==> src/rtl/iram_fetch_pkg.sv <==
// -----------------------------------------------------------------------------
// iram_fetch_pkg
//   Shared definitions for the instruction memory block:
//     - default address/instruction widths, default depth, default NOP word
//     - controller state enum (CLEAR fills memory, RUN serves traffic)
//     - even-parity helper used when IRAM_PARITY_EN is defined
// -----------------------------------------------------------------------------
package iram_fetch_pkg;

    localparam int DEF_ADDR_WIDTH  = 8;
    localparam int DEF_INSTR_WIDTH = 33;
    localparam int DEF_DEPTH       = 64;

    localparam logic [DEF_INSTR_WIDTH-1:0] DEF_NOP_WORD = '0;

    // Widest word the parity helper accepts; narrower words are zero-extended,
    // which leaves the XOR reduction unchanged.
    localparam int PARITY_MAX_W = 256;

    typedef enum logic {
        CLEAR = 1'b0,
        RUN   = 1'b1
    } iram_state_e;

    // Even parity: returns the bit that makes the total count of ones even.
    function automatic logic even_parity(input logic [PARITY_MAX_W-1:0] data);
        return ^data;
    endfunction

endpackage

==> src/rtl/iram_fetch_mem.sv <==
// -----------------------------------------------------------------------------
// iram_fetch_mem
//   Storage array: one synchronous write port, one synchronous read port with
//   an enable. The read register only updates when re is high, so a held
//   response never tracks later writes. A write and read to the same index in
//   the same cycle returns the new data (write-first).
//
//   Ports:
//     clk, rst_n    clock, async active-low reset (read register only)
//     we/waddr/wdata  write port
//     re/raddr        read port (enable, index)
//     rdata           registered read data, resets to zero
// -----------------------------------------------------------------------------
module iram_fetch_mem #(
    parameter int DATA_WIDTH = 33,
    parameter int DEPTH      = 64,
    parameter int IDX_W      = 6
) (
    input  logic                  clk,
    input  logic                  rst_n,
    input  logic                  we,
    input  logic [IDX_W-1:0]      waddr,
    input  logic [DATA_WIDTH-1:0] wdata,
    input  logic                  re,
    input  logic [IDX_W-1:0]      raddr,
    output logic [DATA_WIDTH-1:0] rdata
);

    // Contents are deliberately not reset; the controller's clear sweep
    // initialises every word.
    logic [DATA_WIDTH-1:0] mem [DEPTH];

    always_ff @(posedge clk) begin
        if (we) begin
            mem[waddr] <= wdata;
        end
    end

    always_ff @(posedge clk or negedge rst_n) begin
        if (!rst_n) begin
            rdata <= '0;
        end else if (re) begin
            rdata <= (we && (waddr == raddr)) ? wdata : mem[raddr];
        end
    end

endmodule

==> src/rtl/iram_fetch.sv <==
// -----------------------------------------------------------------------------
// iram_fetch
//   Instruction memory with a fetch port (valid/ready, 1-cycle registered
//   response, consumer hold) and a run-time load port. After reset a clear
//   sweep writes NOP_WORD into every word; no traffic is accepted until it
//   finishes (init_done). Addresses >= DEPTH never alias: fetches return
//   NOP_WORD with fetch_fault, loads are dropped with a load_err pulse.
//
//   Optional build macro IRAM_PARITY_EN: each word stores an even-parity bit
//   and the added output parity_err flags a recomputed mismatch on a response.
//
//   Ports:
//     clk, rst_n                 clock, async active-low reset
//     fetch_req, fetch_addr      fetch request
//     fetch_ready                fetch accepted when fetch_req && fetch_ready
//     fetch_valid, fetch_instr,
//     fetch_fault                registered response
//     fetch_hold                 consumer stall, freezes a valid response
//     load_valid, load_addr,
//     load_data, load_ready      load write request
//     load_err                   one-cycle pulse for a dropped out-of-range load
//     init_done                  clear sweep complete
//     parity_err (IRAM_PARITY_EN only)
//
//   Handshake: a request transfers on a rising clk edge where its valid
//   (fetch_req / load_valid) and ready are both high. Ready is a function of
//   registered state only, never of the matching valid. A fetch response is
//   presented while fetch_valid is high; it is consumed on any cycle where
//   fetch_hold is low, and frozen while fetch_hold is high.
// -----------------------------------------------------------------------------
module iram_fetch
    import iram_fetch_pkg::*;
#(
    parameter int                     ADDR_WIDTH  = DEF_ADDR_WIDTH,
    parameter int                     INSTR_WIDTH = DEF_INSTR_WIDTH,
    parameter int                     DEPTH       = DEF_DEPTH,
    parameter logic [INSTR_WIDTH-1:0] NOP_WORD    = INSTR_WIDTH'(DEF_NOP_WORD)
) (
    input  logic                   clk,
    input  logic                   rst_n,
    input  logic                   fetch_req,
    input  logic [ADDR_WIDTH-1:0]  fetch_addr,
    output logic                   fetch_ready,
    output logic                   fetch_valid,
    input  logic                   fetch_hold,
    output logic [INSTR_WIDTH-1:0] fetch_instr,
    output logic                   fetch_fault,
    input  logic                   load_valid,
    output logic                   load_ready,
    input  logic [ADDR_WIDTH-1:0]  load_addr,
    input  logic [INSTR_WIDTH-1:0] load_data,
    output logic                   load_err,
    output logic                   init_done
`ifdef IRAM_PARITY_EN
    ,
    output logic                   parity_err
`endif
);

    localparam int IDX_W = (DEPTH > 1) ? $clog2(DEPTH) : 1;
`ifdef IRAM_PARITY_EN
    localparam int PAR_W = 1;
`else
    localparam int PAR_W = 0;
`endif
    localparam int MEM_W = INSTR_WIDTH + PAR_W;

    // Range limit one bit wider than the address so DEPTH == 2**ADDR_WIDTH fits.
    localparam logic [ADDR_WIDTH:0] DEPTH_LIM = (ADDR_WIDTH + 1)'(DEPTH);
    localparam logic [IDX_W-1:0]    LAST_IDX  = IDX_W'(DEPTH - 1);

    iram_state_e             state_q, state_d;
    logic [IDX_W-1:0]        clr_ptr_q, clr_ptr_d;

    logic                    fetch_acc, fetch_in_range;
    logic                    load_acc, load_in_range;
    logic                    valid_q, fault_q, load_err_q;

    logic                    mem_we;
    logic [IDX_W-1:0]        mem_waddr;
    logic [INSTR_WIDTH-1:0]  wr_word;
    logic [MEM_W-1:0]        mem_wdata;
    logic [MEM_W-1:0]        mem_rdata;

    assign fetch_in_range = ({1'b0, fetch_addr} < DEPTH_LIM);
    assign load_in_range  = ({1'b0, load_addr}  < DEPTH_LIM);

    assign fetch_ready = (state_q == RUN) && !(valid_q && fetch_hold);
    assign load_ready  = (state_q == RUN);
    assign init_done   = (state_q == RUN);

    assign fetch_acc = fetch_req && fetch_ready;
    assign load_acc  = load_valid && load_ready;

    // ------------------------------------------------------------------ FSM
    always_ff @(posedge clk or negedge rst_n) begin
        if (!rst_n) begin
            state_q   <= CLEAR;
            clr_ptr_q <= '0;
        end else begin
            state_q   <= state_d;
            clr_ptr_q <= clr_ptr_d;
        end
    end

    // Next state plus the single memory write port: the clear sweep owns it in
    // CLEAR, in-range loads own it in RUN.
    always_comb begin
        state_d   = state_q;
        clr_ptr_d = clr_ptr_q;
        mem_we    = 1'b0;
        mem_waddr = clr_ptr_q;
        wr_word   = NOP_WORD;
        case (state_q)
            CLEAR: begin
                mem_we = 1'b1;
                if (clr_ptr_q == LAST_IDX) begin
                    state_d = RUN;
                end else begin
                    clr_ptr_d = clr_ptr_q + 1'b1;
                end
            end
            RUN: begin
                if (load_acc && load_in_range) begin
                    mem_we    = 1'b1;
                    mem_waddr = load_addr[IDX_W-1:0];
                    wr_word   = load_data;
                end
            end
            default: state_d = CLEAR;
        endcase
    end

`ifdef IRAM_PARITY_EN
    assign mem_wdata = {even_parity(PARITY_MAX_W'(wr_word)), wr_word};
`else
    assign mem_wdata = wr_word;
`endif

    iram_fetch_mem #(
        .DATA_WIDTH (MEM_W),
        .DEPTH      (DEPTH),
        .IDX_W      (IDX_W)
    ) u_mem (
        .clk   (clk),
        .rst_n (rst_n),
        .we    (mem_we),
        .waddr (mem_waddr),
        .wdata (mem_wdata),
        .re    (fetch_acc && fetch_in_range),
        .raddr (fetch_addr[IDX_W-1:0]),
        .rdata (mem_rdata)
    );

    // ------------------------------------------------------- response state
    // The read register holds the data; fault_q selects the NOP substitute.
    // Both only change on an accept, so hold and idle keep the last value.
    always_ff @(posedge clk or negedge rst_n) begin
        if (!rst_n) begin
            valid_q    <= 1'b0;
            fault_q    <= 1'b0;
            load_err_q <= 1'b0;
        end else begin
            valid_q    <= fetch_acc || (valid_q && fetch_hold);
            load_err_q <= load_acc && !load_in_range;
            if (fetch_acc) begin
                fault_q <= !fetch_in_range;
            end
        end
    end

    assign fetch_valid = valid_q;
    assign fetch_fault = fault_q;
    assign fetch_instr = fault_q ? NOP_WORD : mem_rdata[INSTR_WIDTH-1:0];
    assign load_err    = load_err_q;

`ifdef IRAM_PARITY_EN
    // Stored word is {parity, data}; a clean word reduces to zero.
    assign parity_err = valid_q && !fault_q &&
                        (even_parity(PARITY_MAX_W'(mem_rdata)) != 1'b0);
`endif

endmodule

==> config.mk <==
export PLATFORM = sky130hd
export DESIGN_NAME = iram_fetch
export DESIGN_NICKNAME = d
export VERILOG_FILES = /design/src/rtl/iram_fetch_pkg.sv /design/src/rtl/iram_fetch_mem.sv /design/src/rtl/iram_fetch.sv
export SDC_FILE = /design/constraint.sdc
export NUM_CORES = 2
export LEC_CHECK = 0
export ABC_AREA = 1
export CAP_MARGIN = 20
export CORE_AREA = 2 2 502 504
export CTS_BUF_LIST = sky130_fd_sc_hd__clkbuf_2 sky130_fd_sc_hd__clkbuf_4 sky130_fd_sc_hd__clkbuf_8
export DETAILED_ROUTE_END_ITERATION = 8
export DIE_AREA = 0 0 504 506
export SLEW_MARGIN = 20
export SYNTH_ARGS = -nofsm -noshare
export SYNTH_HDL_FRONTEND = slang
export SYNTH_SLANG_ARGS = --single-unit
==> constraint.sdc <==
create_clock -name clk -period 12.9 [get_ports clk]
set_input_delay 2.58 -clock clk [delete_from_list [all_inputs] [get_ports clk]]
set_output_delay 2.58 -clock clk [all_outputs]
set_load 0.1 [all_outputs]
## Word level (Yosys, flattened, before mapping)

Memories as Yosys holds them, arrays and structs flattened. A register that Yosys moved wholly into a read port is not among the register bits.
Index checks and enable logic that the tools add are counted.

- Add/subtract/negate cells: 1
- Magnitude comparators: 2
- Equality and inequality tests: 1
- Mux-type cells: 11
- Bitwise gates (word level): 2
- Reductions and logical operators: 13

Operators with widths:

| kind | number |
|---|---|
| $mux 33 | 3 |
| $lt 8x7->1 const B | 2 |
| $mux 6 | 2 |
| $logic_and 1x1->1 | 7 |
| $add 6x1->6 const B | 1 |
| $eq 6x6->1 const B | 1 |
| $mux 1 | 5 |
| $logic_not 1->1 | 4 |
| $not 1->1 | 2 |
| $pmux 1 s2 | 1 |
| $reduce_and 2->1 | 1 |
| $logic_or 1x1->1 | 1 |

- Bits in registers: 10
- RAM bits: 2112
- Output and inout port bits: 39
- Memories kept: 1

Memory list:

| name | depth | width | rd ports | clocked after Yosys merged registers in | wr ports | line | source |
|---|---|---|---|---|---|---|---|
| u_mem.mem | 64 | 33 | 1 | 1 | 1 | iram_fetch_mem.sv:31 | `logic [DATA_WIDTH-1:0] mem [DEPTH];` |

## Depth between registers and ports, before layout

- Depth in word-level cells: 6
- Gate-level depth with buffers: 16

## By module

Synthesis repeated with hierarchy kept, for this count alone.

- Cell total of the unflattened synthesis: 7371
- Area, all modules: 87734.1 um2

Modules (own cells, without submodules):

| module | instances | cells each | area each (um2) |
|---|---|---|---|
| iram_fetch_mem | 1 | 7156 | 86554.3 |
| iram_fetch | 1 | 215 | 1179.9 |

## Worst setup path after synthesis

Ideal clock, no wire load.

- Path kind: in2reg
- Start point: in load_valid
- End point: mem u_mem.mem[48][0] (enable)
- Arrival: 6.656 ns
- Setup slack: 5.737 ns
- Stages: 9
- Buffers on the path: 1
- Cells stage by stage: nand2_2 inv_4 nand2_4 buf_8 nand2_1 nand2_1 nor2_1 nand3_1 nor4_1

- Cells in the longest elaborated chain, start to end: 6
- Elaborated cells on any way between the ends: 8
- Those cells by class: mux: 6; reduce/logical: 2

Ends and longest elaborated chain:

| element | line | source |
|---|---|---|
| start: declaration | iram_fetch.sv:48 | `input logic load_valid,` |
| $logic_and 1x1->1 (*) | iram_fetch.sv:93 | `assign load_acc = load_valid && load_ready;` |
| $logic_and 1x1->1 (*) | iram_fetch.sv:124 | `if (load_acc && load_in_range) begin` |
| $mux 1 | iram_fetch.sv:124 |  |
| $pmux 1 s2 | iram_fetch.sv:114 | `case (state_q)` |
| $mux 1 | iram_fetch_mem.sv:34 | `if (we) begin` |
| $mux 1 (not written as such) | iram_fetch_mem.sv:35 | `mem[waddr] <= wdata;` |
| end: declaration | iram_fetch_mem.sv:31 |  |

Every way passes the cells marked *; elsewhere a longest branch is shown, timed or not.

## Worst setup path after layout

- Start point: in fetch_hold
- End point: out fetch_ready

- Cells in the longest elaborated chain, start to end: 3

Ends and longest elaborated chain:

| element | line | source |
|---|---|---|
| start: declaration | iram_fetch.sv:45 | `input logic fetch_hold,` |
| $logic_and 1x1->1 | iram_fetch.sv:88 | `assign fetch_ready = (state_q == RUN) && !(valid_q && fetch_hold);` |
| $logic_not 1->1 | iram_fetch.sv:88 |  |
| $logic_and 1x1->1 | iram_fetch.sv:88 |  |
| end: declaration | iram_fetch.sv:43 | `output logic fetch_ready,` |

No other way between the ends.

==> summary.md <==
| Metric | Value |
|---|---|
| Status | `completed` |
| Delay-heaviest family, CP | `buffers and inverters` |
| Synth Cell Area | `86900 um^2` |
| CORE AREA | `~250000 um^2` |
| Register area | `~64000 um^2` |
| Count leader, synth | `nand2_1` |
| Top post-synthesis cells by area | `edfxtp_1 (73%), nand3_1 (12%), nand2_1 (10%)` |
| Num rows | `roughly 180` |
| Ys async rst share | `2.00%` |
| WL/cell | `approximately 25 um` |
| IO Pins | `93` |
| Yosys cell types | `29` |
| Crit path top cell by count | `clkdlybuf4s50_1` |
| DRT Pass-1 Iters | `6` |
| DRC viols | `0` |
| Drt total wl | `~270000 um` |
| Placed cell count | `10400` |
| # fillers | `between 20000 and 25000` |
| Multi-input gate area | `just over 20000 um^2` |
| Maximum clock rate | `about 0.14 GHz` |
| Final ANT Viol Nets | `0` |
| Count of final hold-check violations | `0` |
| Post-route non-filler standard cell count | `roughly 11000` |
| CP Cell Sequence | `clkdlybuf4s50_1 -> a21oi_1 -> clkdlybuf4s50_1` |
| Worst Hold Class | `flip-flop to flip-flop` |
| Vias in the first global route | `between 50000 and 60000` |
| Type of origin of the critical path | `input port` |
| Slowest stage delay, CP | `1.17 ns` |
| Placed instance area | `91900 um^2` |
| Max cap viols | `0` |
| Arr. time, crit path | `around 4.4 ns` |
| Fin crit period | `just under 7 ns` |
| CTS buffer count | `around 350` |
| Syn_area_per_cell | `about 12 um^2` |
| Post-synth top area share | `72.9%` |
| H-tree levels | `5` |
| Post-Route Setup TNS | `0 ns` |
| CTS resizes | `0` |
| Required time worst endpoint | `~10 ns` |
| Fin. max-slew vios | `0` |
| Hold Buf Count CTS | `0` |
| Routed vias | `slightly below 60000` |
| Initial antenna violation count | `9` |
| First-pass GRT wire length | `between 300000 and 400000 um` |
| Largest net degree at the start of global routing | `165` |
| Tcrit/Tclk final | `between 50% and 60%` |
| Worst-Skew Late Latency | `roughly 1.1 ns` |
| Die area | `255000 um^2` |
| Post-CTS Setup Bufs | `0` |
| CTS root buf | `clkbuf_8` |
| Net Count, Synth | `7368` |
| Die W | `about 500 um` |
| CTS sink cnt | `2155` |
| Max_slew headroom | `between 20% and 30%` |
| Setup violations, final | `0` |
| Worst VDD drop | `~0.00011 V` |
| Worst setup EP type | `output port` |
| Worst hold margin | `~0.48 ns` |
| Power density over cell area | `144 nW/um^2` |
| CTS tree | `yes` |
| CP max FO | `2` |
| Final global-route overflow total | `0` |
| Finished Cell Area | `around 99000 um^2` |
| Max Buffers Root-to-Sink | `4` |
| Critical path type | `input port to output port` |
| Synthesized netlist cell count | `7313` |
| Post-synth EDFFs | `2112` |
| Die H | `approximately 500 um` |
| Layout cells sized above 1 | `roughly a tenth` |
| RSZ-0062 raised after global routing | `no` |
| Vias per Instance | `between 5 and 6` |
| Leading area contributor after synthesis | `edfxtp_1` |
| Yosys warns | `0` |
| Yosys reg bits | `between 2000 and 2500` |
| Starting DRT DRC Count | `roughly 7700` |
| Synth top cells by count | `nand2_1 (2353), edfxtp_1 (2112), nand3_1 (2054)` |
| Worst-margin pin slew | `between 1 and 1.5 ns` |
| Area grow syn2layout | `13.4%` |
| Clock-pin slew on the worst setup and hold paths | `~0.060 ns` |
| DP Wirelength | `between 100000 and 150000 um` |
| RD Place Congestion | `~0.89` |
| Initial core utilization | `34.8%` |
| I/O Buffers | `just over 90` |
| LEAKAGE | `around 33 nW` |
| Nets | `~7500` |
| Critical path's slowest cell | `clkdlybuf4s50_1` |
| Worst path bufs/invs | `2` |
| Final Skew | `0.0974 ns` |
| Post-synthesis sequential area ratio | `~74%` |
| Total track usage | `20.7%` |
| Top FF cell, synth | `edfxtp_1` |
## placed cells by master, fill, tap and decap left out, types with 2 or more instances in the layout
cell type,synthesis,layout
clkinvlp_4,0,4
nand4_1,8,8
bufinv_16,0,9
nor4_2,0,8
buf_8,1,3
clkbuf_8,0,366
clkdlybuf4s50_1,0,85
inv_6,0,3
nor2_1,97,41
buf_2,177,2
nand2_4,3,3
dfrtp_1,43,42
nand2_1,2353,2353
inv_1,82,46
nor3_1,2,2
xor2_1,5,5
buf_16,0,5
edfxtp_1,2112,2112
nand3b_1,3,3
nand3_1,2054,2054
inv_2,2,32
nor2_4,1,57
inv_4,2,2
buf_4,3,137
buf_12,0,16
clkinv_1,3,82
inv_8,0,4
a21oi_1,35,35
clkbuf_4,0,110
diode_2,0,6
nand2_2,11,11
clkinv_2,0,31
## layout make-up
class	instances	share of cell area (%)
flip-flops and latches	2155	65.4
multi-input cells	4585	20.8
clock buffers	476	5.95
well taps	3348	4.25
repair buffers	249	2.44
clock inverters	124	0.781
inverters	89	0.376
diodes	6	0.0152
## power by group
part           total, mW  leakage (nW)  switching [mW]  internal (mW)
Clock               5.79          3.52            2.68           3.11
Sequential          7.58          15.3         0.00727           7.57
Combinational      0.787          14.7           0.578          0.208
## per-stage QoR
step | setup slack, ns | total power [mW] | utilization, %
finish | 5.96 | 14.2 | 39.4
global route | 5.89 | 14.6 | 39.4
CTS | 5.96 | 14.2 | 39.4
detailed placement | 5.96 | 8.50 | 36.8
global placement | 5.95 | 8.49 | 36.7
floorplan | 5.74 | 8.21 | -
## metal layers
layer / GRT usage, % / wire length [um]
met1: 27.8 / 108000
met2: 31.8 / 124000
met3: 4.11 / 25600
met4: 11.1 / 15200
met5: 0 / 19
## state kept, by name, indices dropped and copies added, names as in the netlist
name,flops
u_mem.mem,2112
clr_ptr_q,6
load_err,1
fetch_fault,1
fetch_valid,1
init_done,1
u_mem.rdata,33
## worst min-delay path, stage by stage, from the launching register on
cell and delay, ns:
dfrtp_1 0.34, nand2_1 0.05, nand2_1 0.06
## kinds of logic after synthesis
family	synth area share, %
simple gates	22.7
flops	74.2
buf+inv	2.81
compound gates	0.220
xor+xnor	0.0504
mux	0.0130
fa+ha+maj	0.0144
## final timing paths
path | end | depth (start not counted) | start | slack [ns]
worst max-delay path | fetch_ready | 3 | fetch_hold | 5.96
worst min-delay path | u_mem.rdata[24] | 2 | u_mem.rdata[24] | 0.48
worst max register to register | u_mem.mem[39][15] | 10 | init_done | 9.06
worst min register to register | u_mem.rdata[24] | 2 | u_mem.rdata[24] | 0.48
max in group asynchronous | u_mem.rdata[8] | 2 | rst_n | 10.57
min in group asynchronous | u_mem.rdata[28] | 2 | rst_n | 1.71
No activity file was read; power rests on OpenSTA's default activity.
